File: src/rtl/ula_pkg.sv
// Shared operation codes and word type for the 32-bit ALU.
package ula_pkg;

  localparam logic [2:0] OP_AND    = 3'b000;
  localparam logic [2:0] OP_OR     = 3'b001;
  localparam logic [2:0] OP_ADDSUB = 3'b010;
  localparam logic [2:0] OP_SLT    = 3'b011;
  localparam logic [2:0] OP_XOR    = 3'b100;
  localparam logic [2:0] OP_NOR    = 3'b101;
  localparam logic [2:0] OP_SLTU   = 3'b110;
  localparam logic [2:0] OP_PASSB  = 3'b111;

  typedef logic [31:0] palavra_t;

endpackage

File: src/rtl/ula_32_somador32.sv
// 32-bit adder/subtractor shared by ADD/SUB, SLT and SLTU.
module somador32
  import ula_pkg::*;
(
  input  palavra_t a,
  input  palavra_t b,
  input  logic     sub,
  output palavra_t soma,
  output logic     carry,
  output logic     ovf
);

  palavra_t b_eff;

  // Subtraction is a + ~b + 1; carry-out high means no borrow.
  assign b_eff          = sub ? ~b : b;
  assign {carry, soma}  = {1'b0, a} + {1'b0, b_eff} + {32'd0, sub};
  assign ovf            = (a[31] == b_eff[31]) && (soma[31] != a[31]);

endmodule

File: src/rtl/ula_32.sv
// MIPS single-cycle ALU: combinational result/overflow/zero plus a sticky
// overflow status flop.
module ula_32
  import ula_pkg::*;
#(
  parameter int LARGURA = 32
) (
  input  logic               clk,
  input  logic               rst,
  input  logic [2:0]         ULAcontrole,
  input  logic [LARGURA-1:0] SrcA,
  input  logic [LARGURA-1:0] SrcB,
  input  logic               addSub,
  output logic [LARGURA-1:0] ULAsaida,
  output logic               overflow,
  output logic               zero,
  output logic               overflow_acum
);

  palavra_t soma;
  logic     carry;
  logic     ovf_add;
  logic     sub;
  logic     slt;
  logic     sltu;

  // Comparisons always need A - B; addSub only matters for ADD/SUB.
  assign sub = (ULAcontrole == OP_ADDSUB) ? addSub : 1'b1;

  somador32 u_somador (
    .a     (SrcA),
    .b     (SrcB),
    .sub   (sub),
    .soma  (soma),
    .carry (carry),
    .ovf   (ovf_add)
  );

  // N xor V keeps SLT correct when A - B overflows.
  assign slt  = soma[31] ^ ovf_add;
  assign sltu = ~carry;

  always_comb begin
    ULAsaida = '0;
    case (ULAcontrole)
      OP_AND:    ULAsaida = SrcA & SrcB;
      OP_OR:     ULAsaida = SrcA | SrcB;
      OP_ADDSUB: ULAsaida = soma;
      OP_SLT:    ULAsaida = LARGURA'(slt);
      OP_XOR:    ULAsaida = SrcA ^ SrcB;
      OP_NOR:    ULAsaida = ~(SrcA | SrcB);
      OP_SLTU:   ULAsaida = LARGURA'(sltu);
      default:   ULAsaida = SrcB;
    endcase
  end

  assign overflow = (ULAcontrole == OP_ADDSUB) && ovf_add;
  assign zero     = ~|ULAsaida;

  always_ff @(posedge clk) begin
    if (rst)           overflow_acum <= 1'b0;
    else if (overflow) overflow_acum <= 1'b1;
  end

endmodule

File: config.mk
export PLATFORM = sky130hd
export DESIGN_NAME = ula_32
export DESIGN_NICKNAME = d
export VERILOG_FILES = /design/src/rtl/ula_pkg.sv /design/src/rtl/ula_32_somador32.sv /design/src/rtl/ula_32.sv
export SDC_FILE = /design/constraint.sdc
export NUM_CORES = 1
export LEC_CHECK = 0
export CORE_ASPECT_RATIO = 0.7
export CORE_MARGIN = 4
export CORE_UTILIZATION = 25
export CTS_CLUSTER_SIZE = 16
export DETAILED_ROUTE_END_ITERATION = 10
export PLACE_DENSITY_LB_ADDON = 0.2
export SLEW_MARGIN = 40
export SYNTH_ARGS = -nofsm -noshare
export SYNTH_HDL_FRONTEND = slang
export SYNTH_SLANG_ARGS = --single-unit
File: constraint.sdc
create_clock -name clk -period 5.9 [get_ports clk]
set_clock_uncertainty 0.1 [all_clocks]
set_input_delay 0.885 -clock clk [delete_from_list [all_inputs] [get_ports clk]]
set_output_delay 0.885 -clock clk [all_outputs]
set_load 0.01 [all_outputs]
==> reports/results.ini <==
[setup_path]
crit_path_start=ULAcontrole[2]
rr_worst_depth=1
timing.rr.start=overflow_acum
cp_max_fo=5
cp_num_buf_inv=4
slowest_delay_ps=640
crit_chain=buf_6, or4b_4, buf_12, buf_6, xnor2_2, ha_1, a211o_1, a21oi_2, o21ai_0, a221o_1, o2bb2ai_1, or3_4, nand4b_1, or4_4, nor4_4, nor4b_4, buf_2
rrSetupSlack_ps=5200
endpoint_kind=output port
cp_data_arrival_time_ps=5220
slowest_stage=or4b_4
path_class=in2out
r2r-end=overflow_acum
crit_path_frequent_cell=buf_6
cp_top_family=simple AND/OR/NAND/NOR gates
worstPathRequired_ps=4910
start_kind=input pin

[die]
core_area_sq_um=19100
rows=42
start_util_pct=25.8
fp.dieH_um=126
die_area_sq_um=22100
die_x_um=176
pin_count=105

[final_layout]
largest_register_ffs=1
antenna_cells=0
top_regs=overflow_acum (1)
drive_gt1_share_pct=30.1
area_delta_synth_final_pct=68.5
n_fill_cell=2015
largest_register=overflow_acum
nNetsFinal=1196

[worst_hold_path]
min_path_type=reg2reg
hold_end=overflow_acum
hp-start=overflow_acum
hold-path-cell-count=1

[power_and_ir_drop]
power_mw=0.915
powerDensity_nw_per_um2=110
leakagePower_nw=3.86
combPwrFrac_pct=99.2
power_frac_clock_pct=0
power_frac_seq_pct=0.8
switchingPower_mw=0.435
ir_drop_v=0.0000441
p_int_mw=0.481
switching_share_pct=47.5

[detailed_routing]
viasPerCell=4.95
drtIter0Drc=480
drc=0
finalWirelength_um=21300
wl_per_cell_um=16.5
drtAntennaViolNets=0
firstDrtPassIters=5
vias=6391

[sta]
timing.final.ws_setup_ps=-306
setup_viol=1
tightest_slew_ps=716
rsz0062_at_grt=true
final-hold-violation-count=0
min_period_ps=6210
slew_headroom_pct=52.2
slew_violations=0
fin_crit_sh_pct=105
fin_tns_setup_ps=-306
fmax_ghz=0.161

[yosys]
ys_ff_latch=1
synth_edf_count=0
synth_area_per_cell_sq_um=6.66
syn_area_sq_um=4930
ys.flop_type=dfxtp_1
yosysWarnings=0
ys_seq_area_share_pct=0.406
syn_inst=741
syn_nets=909
synth_async_sr_flop_share_pct=0
synthDistinctLibCells=73

[global_route]
grt_max_degree=73
antenna_found_initial=0
gr-total-overflow=0
grt_use_met2_pct=27.5
grt_use_met1_pct=28.9
top_usage_layer=met1
first_global_vias=6074
grt.met3_usage_pct=1.06
grt_pass1_wl_um=33100
grt.total_usage_pct=18.1

[place]
gp_congestion=0.932
post-place-ws_ps=-1530
portBuffers=104
place_hpwl_um=16700

[clock_tree]
clk_latency_ps=0
cts.clk_slew.worst_paths_ps=0

[run]
drv_cap=0

[status]
run_status=complete, but fails checks
violations=negative setup slack

[layout make-up]
cell class | count | area, sq um | share of cell area, %
inverter | 84 | 315 | 3.79
tap | 264 | 330 | 3.97
multi-input combinational | 613 | 4860 | 58.4
sequential | 1 | 20.0 | 0.241
timing repair buffer | 328 | 2790 | 33.6
[power groups by stage]
stage	Combinational, mW	Clock [mW]	Sequential (mW)
floorplan	0.398	0	0.00738
global placement	0.813	0	0.00724
detailed placement	0.811	0	0.00726
CTS	0.842	0	0.00725
global route	0.990	0	0.00732
finish	0.908	0	0.00725
[cells in the mapped netlist, types with 3 or more instances]
| cell type | instances | area [sq um] |
|---|---|---|
| or3_1 | 5 | 31.3 |
| o22a_1 | 4 | 35.0 |
| o211a_1 | 3 | 30.0 |
| xnor2_1 | 44 | 385 |
| nor2_1 | 59 | 221 |
| o221a_2 | 3 | 33.8 |
| a21o_1 | 7 | 52.6 |
| nand3_1 | 18 | 90.1 |
| o21ba_2 | 3 | 30.0 |
| o21a_1 | 15 | 113 |
| and2_1 | 8 | 50.1 |
| o21ai_0 | 86 | 430 |
| nand2_1 | 42 | 158 |
| ha_1 | 97 | 1210 |
| nor2b_1 | 7 | 43.8 |
| a21oi_1 | 55 | 275 |
| nand4_1 | 8 | 50.1 |
| o221ai_1 | 5 | 43.8 |
| nand2b_1 | 6 | 37.5 |
| clkbuf_1 | 34 | 128 |
| inv_1 | 82 | 308 |
| o22ai_1 | 12 | 75.1 |
| xor2_1 | 5 | 43.8 |
| or2_2 | 4 | 25.0 |
| a211o_1 | 5 | 43.8 |
| a22oi_1 | 7 | 52.6 |
| a31oi_1 | 8 | 50.1 |
| nor3_1 | 10 | 50.1 |
| and3_1 | 4 | 25.0 |
| mux2i_1 | 5 | 50.1 |
| buf_1 | 6 | 22.5 |
| o21bai_1 | 3 | 22.5 |
| a211oi_1 | 29 | 218 |
[worst max path at each step]
stage | endpoint | slack [ps] | cells after the start
2_1_floorplan | zero | 7 | 16
3_3_place_gp | zero | -1460 | 17
3_5_place_dp | zero | -1530 | 19
4_1_cts | zero | -400 | 16
5_1_grt | zero | -370 | 17
6_report | zero | -310 | 17
[placed cells by master, fill, tap and decap left out, types with 6 or more instances in the layout]
| cell type | instances |
|---|---|
| o22ai_1 | 11 |
| a21oi_2 | 11 |
| a211oi_1 | 23 |
| nor2_1 | 59 |
| nand4_1 | 8 |
| a21o_1 | 7 |
| nand2_1 | 40 |
| buf_6 | 6 |
| nand3_1 | 15 |
| xnor2_1 | 38 |
| and2_1 | 7 |
| o21ai_0 | 77 |
| a22oi_1 | 7 |
| o21a_1 | 14 |
| a21oi_1 | 43 |
| nor2b_1 | 6 |
| clkdlybuf4s50_1 | 94 |
| ha_1 | 95 |
| nor3_1 | 7 |
| buf_4 | 215 |
| a31oi_1 | 7 |
| nand2b_1 | 6 |
| inv_1 | 82 |
[logic make-up after synthesis]
group,count (synthesis),synth area share (%)
AO/OA/AOI/OAI,274,36.2
AND/OR/NAND/NOR,186,18.6
buffers and inverters,127,9.91
adder cells (fa/ha/maj),98,25.0
XOR/XNOR,49,8.70
multiplexers,6,1.24
flip-flops,1,0.406
[routing by layer]
metal	part of all wire [%]	up-vias
met1	53	2949
met4	0.71	0
met2	41	190
met5	0	-
li1	-	3242
met3	4.9	10
[repair_timing]
item                       4_1_cts  5_1_grt
setup buffers                   10       12
cloned                           0        1
setup endpoints to repair       23       11
pin swaps                       19       42
hold buffers                     0        0
resized for setup               40       61
[stage by stage]
step                      util (%)  hold WS (ps)  instances  instance area [sq um]
after global placement        40.4           367       1269                   7720
after CTS                     41.3           370       1278                   7900
after global routing          43.5           409       1290                   8320
final                         43.5           368       1290                   8320
after detailed placement      40.4           375       1269                   7720
after floorplan                  -           426        741                   4970
No activity file was read; power rests on OpenSTA's default activity.
==> RTL edit, RTL diff (same flow settings) <==
Make the reset (`rst`) asynchronous in one clocked block.
--- a/src/rtl/ula_32.sv
+++ b/src/rtl/ula_32.sv
@@ -58,5 +58,5 @@
   assign zero     = ~|ULAsaida;
 
-  always_ff @(posedge clk) begin
+  always_ff @(posedge clk or posedge rst) begin
     if (rst)           overflow_acum <= 1'b0;
     else if (overflow) overflow_acum <= 1'b1;
Behaviour: differs if rst is asserted again (counterexample within 4 cycles, from zero or initial values and one cycle with rst high); with rst held inactive, the same outputs for 10 cycles.
==> RTL edit against the original RTL <==
The flow still finishes with violations (setup timing). Register-to-register slack lost 100 ps. Via count shrank 7.5%. Power shrank 6.8%. Final area shrank 7.2%. Area after synthesis shrank 5.1%. Core utilization shrank 1.1 points. Combinational power shrank 7.2%. Wire length shrank 8.9%. Critical path depth grew 5. Worst setup slack gained 210 ps. Sequential cell count is the same.
==> RTL edit: results (changes against the original RTL) <==
* Status: finished, violations left
* Violated checks: setup timing
* Global-route met1 utilization at 0.289 (-0.000304)
* Gp weighted congestion at 0.911 (-2.2%)
* Cell Area, Placed at 7240 µm² (-6.2%)
* Critical R2R Capture: overflow_acum$_DFFE_PP0P_
* Post-synth cell types at 61 (-16%)
* Seq/Total Area, Yosys at 0.00534 (+0.00129)
* Syn avg cell area at 6.83 µm² (+2.5%)
* GR Layer Usage met2 at 0.269 (-0.00555)
* Met3 Use GR at 0.0122 (+0.00167)
* Vias at 5911 (-7.5%)
* List of most frequent post-synthesis cells: 97 x ha_1, 84 x inv_1, 79 x o21ai_0, 50 x a21oi_1, 49 x nor2_1
* Final setup violation count at 1 (unchanged)
* Crit path largest cell delay at 610 ps (-30 ps)
* Total track usage at 0.178 (-0.00223)
* Setup ws final at -94.4 ps (+212 ps)
* Reg-to-reg slack, setup at 5100 ps (-100 ps)
* Top cells by area, synth: ha_1 26%, o21ai_0 8.4%, xnor2_1 8.0%
* First-pass GRT wire length at 30.7 mm (-7.5%)
* Slew margin rel. at 0.496 (-0.0261)
* DP HPWL at 15.5 mm (-6.8%)
* Layout net count at 1121 (-6.3%)
* Crit Path Max Fanout at 8 (+3)
* Routed WL per cell at 16.3 µm (-1.0%)
* Vias in the first global route at 5774 (-4.9%)
==> RTL edit: cell types whose count changed after synthesis, moves of 5 or more <==
cell	unedited run	this run
mux2i_1	5	13
o21a_1	15	4
a211o_1	5	0
nand2_1	42	33
nand3_1	18	3
o211ai_1	1	8
a211oi_1	29	16
nor2_1	59	49
a21o_1	7	16
xor2_1	5	14
o21ai_0	86	79
a21oi_1	55	50
clkbuf_1	34	29
==> RTL edit: how the worst min path moves through the flow <==
stage / start / endpoint / slack [ps]
after floorplan: overflow_acum$_DFFE_PP0P_ / overflow_acum$_DFFE_PP0P_ / 400
after global placement: overflow_acum$_DFFE_PP0P_ / overflow_acum$_DFFE_PP0P_ / 350
after detailed placement: overflow_acum$_DFFE_PP0P_ / overflow_acum$_DFFE_PP0P_ / 370
after CTS: overflow_acum$_DFFE_PP0P_ / overflow_acum$_DFFE_PP0P_ / 360
after global routing: overflow_acum$_DFFE_PP0P_ / overflow_acum$_DFFE_PP0P_ / 380
final: overflow_acum$_DFFE_PP0P_ / overflow_acum$_DFFE_PP0P_ / 350
==> RTL edit: what timing repair did <==
action	4_1_cts	5_1_grt
setup endpoints to repair	24	8
cloned	1	0
setup buffers	13	4
pin swaps	34	8
gates resized for setup	81	18
==> RTL edit: cell type report <==
type	instances	area [µm²]	area share
Timing Repair Buffer	303	2570	0.333
Tap cell	236	295	0.0382
Multi-Input combinational cell	563	4520	0.585
Inverter	84	315	0.0408
Sequential cell	1	25.0	0.00324
==> RTL edit: report_power, final <==
group | internal, mW | total (mW) | switching (mW)
combinational | 0.438 | 0.843 | 0.405
clock | 0 | 0 | 0
sequential | 0.00930 | 0.0102 | 0.000925
total | 0.447 | 0.853 | 0.406
==> RTL edit: cells by family (layout without fill, tap and decap cells) <==
group | Yosys count | after routing | share of synthesized area
xor+xnor | 57 | 57 | 0.107
buf+inv | 122 | 387 | 0.0983
compound gates | 247 | 247 | 0.336
mux | 17 | 17 | 0.0374
flops | 1 | 1 | 0.00534
fa+ha+maj | 98 | 98 | 0.263
simple gates | 144 | 144 | 0.153
==> RTL edit: metrics by stage <==
step	setup WS (ps)	utilization	total power, mW	setup TNS (ps)	hold slack (ps)
floorplan	8.58	-	0.385	0	404
global placement	-1440	0.398	0.777	-10820	348
detailed placement	-1480	0.398	0.773	-11570	369
CTS	-56.1	0.419	0.833	-56.1	363
global route	-367	0.424	0.931	-495	381
finish	-94.4	0.424	0.853	-94.4	354
==> RTL edit: metal layers <==
| layer | part of all wire | vias up |
|---|---|---|
| met4 | 0.0018 | 0 |
| met1 | 0.55 | 2753 |
| met2 | 0.40 | 156 |
| met5 | 0 | - |
| li1 | - | 2996 |
| met3 | 0.054 | 6 |
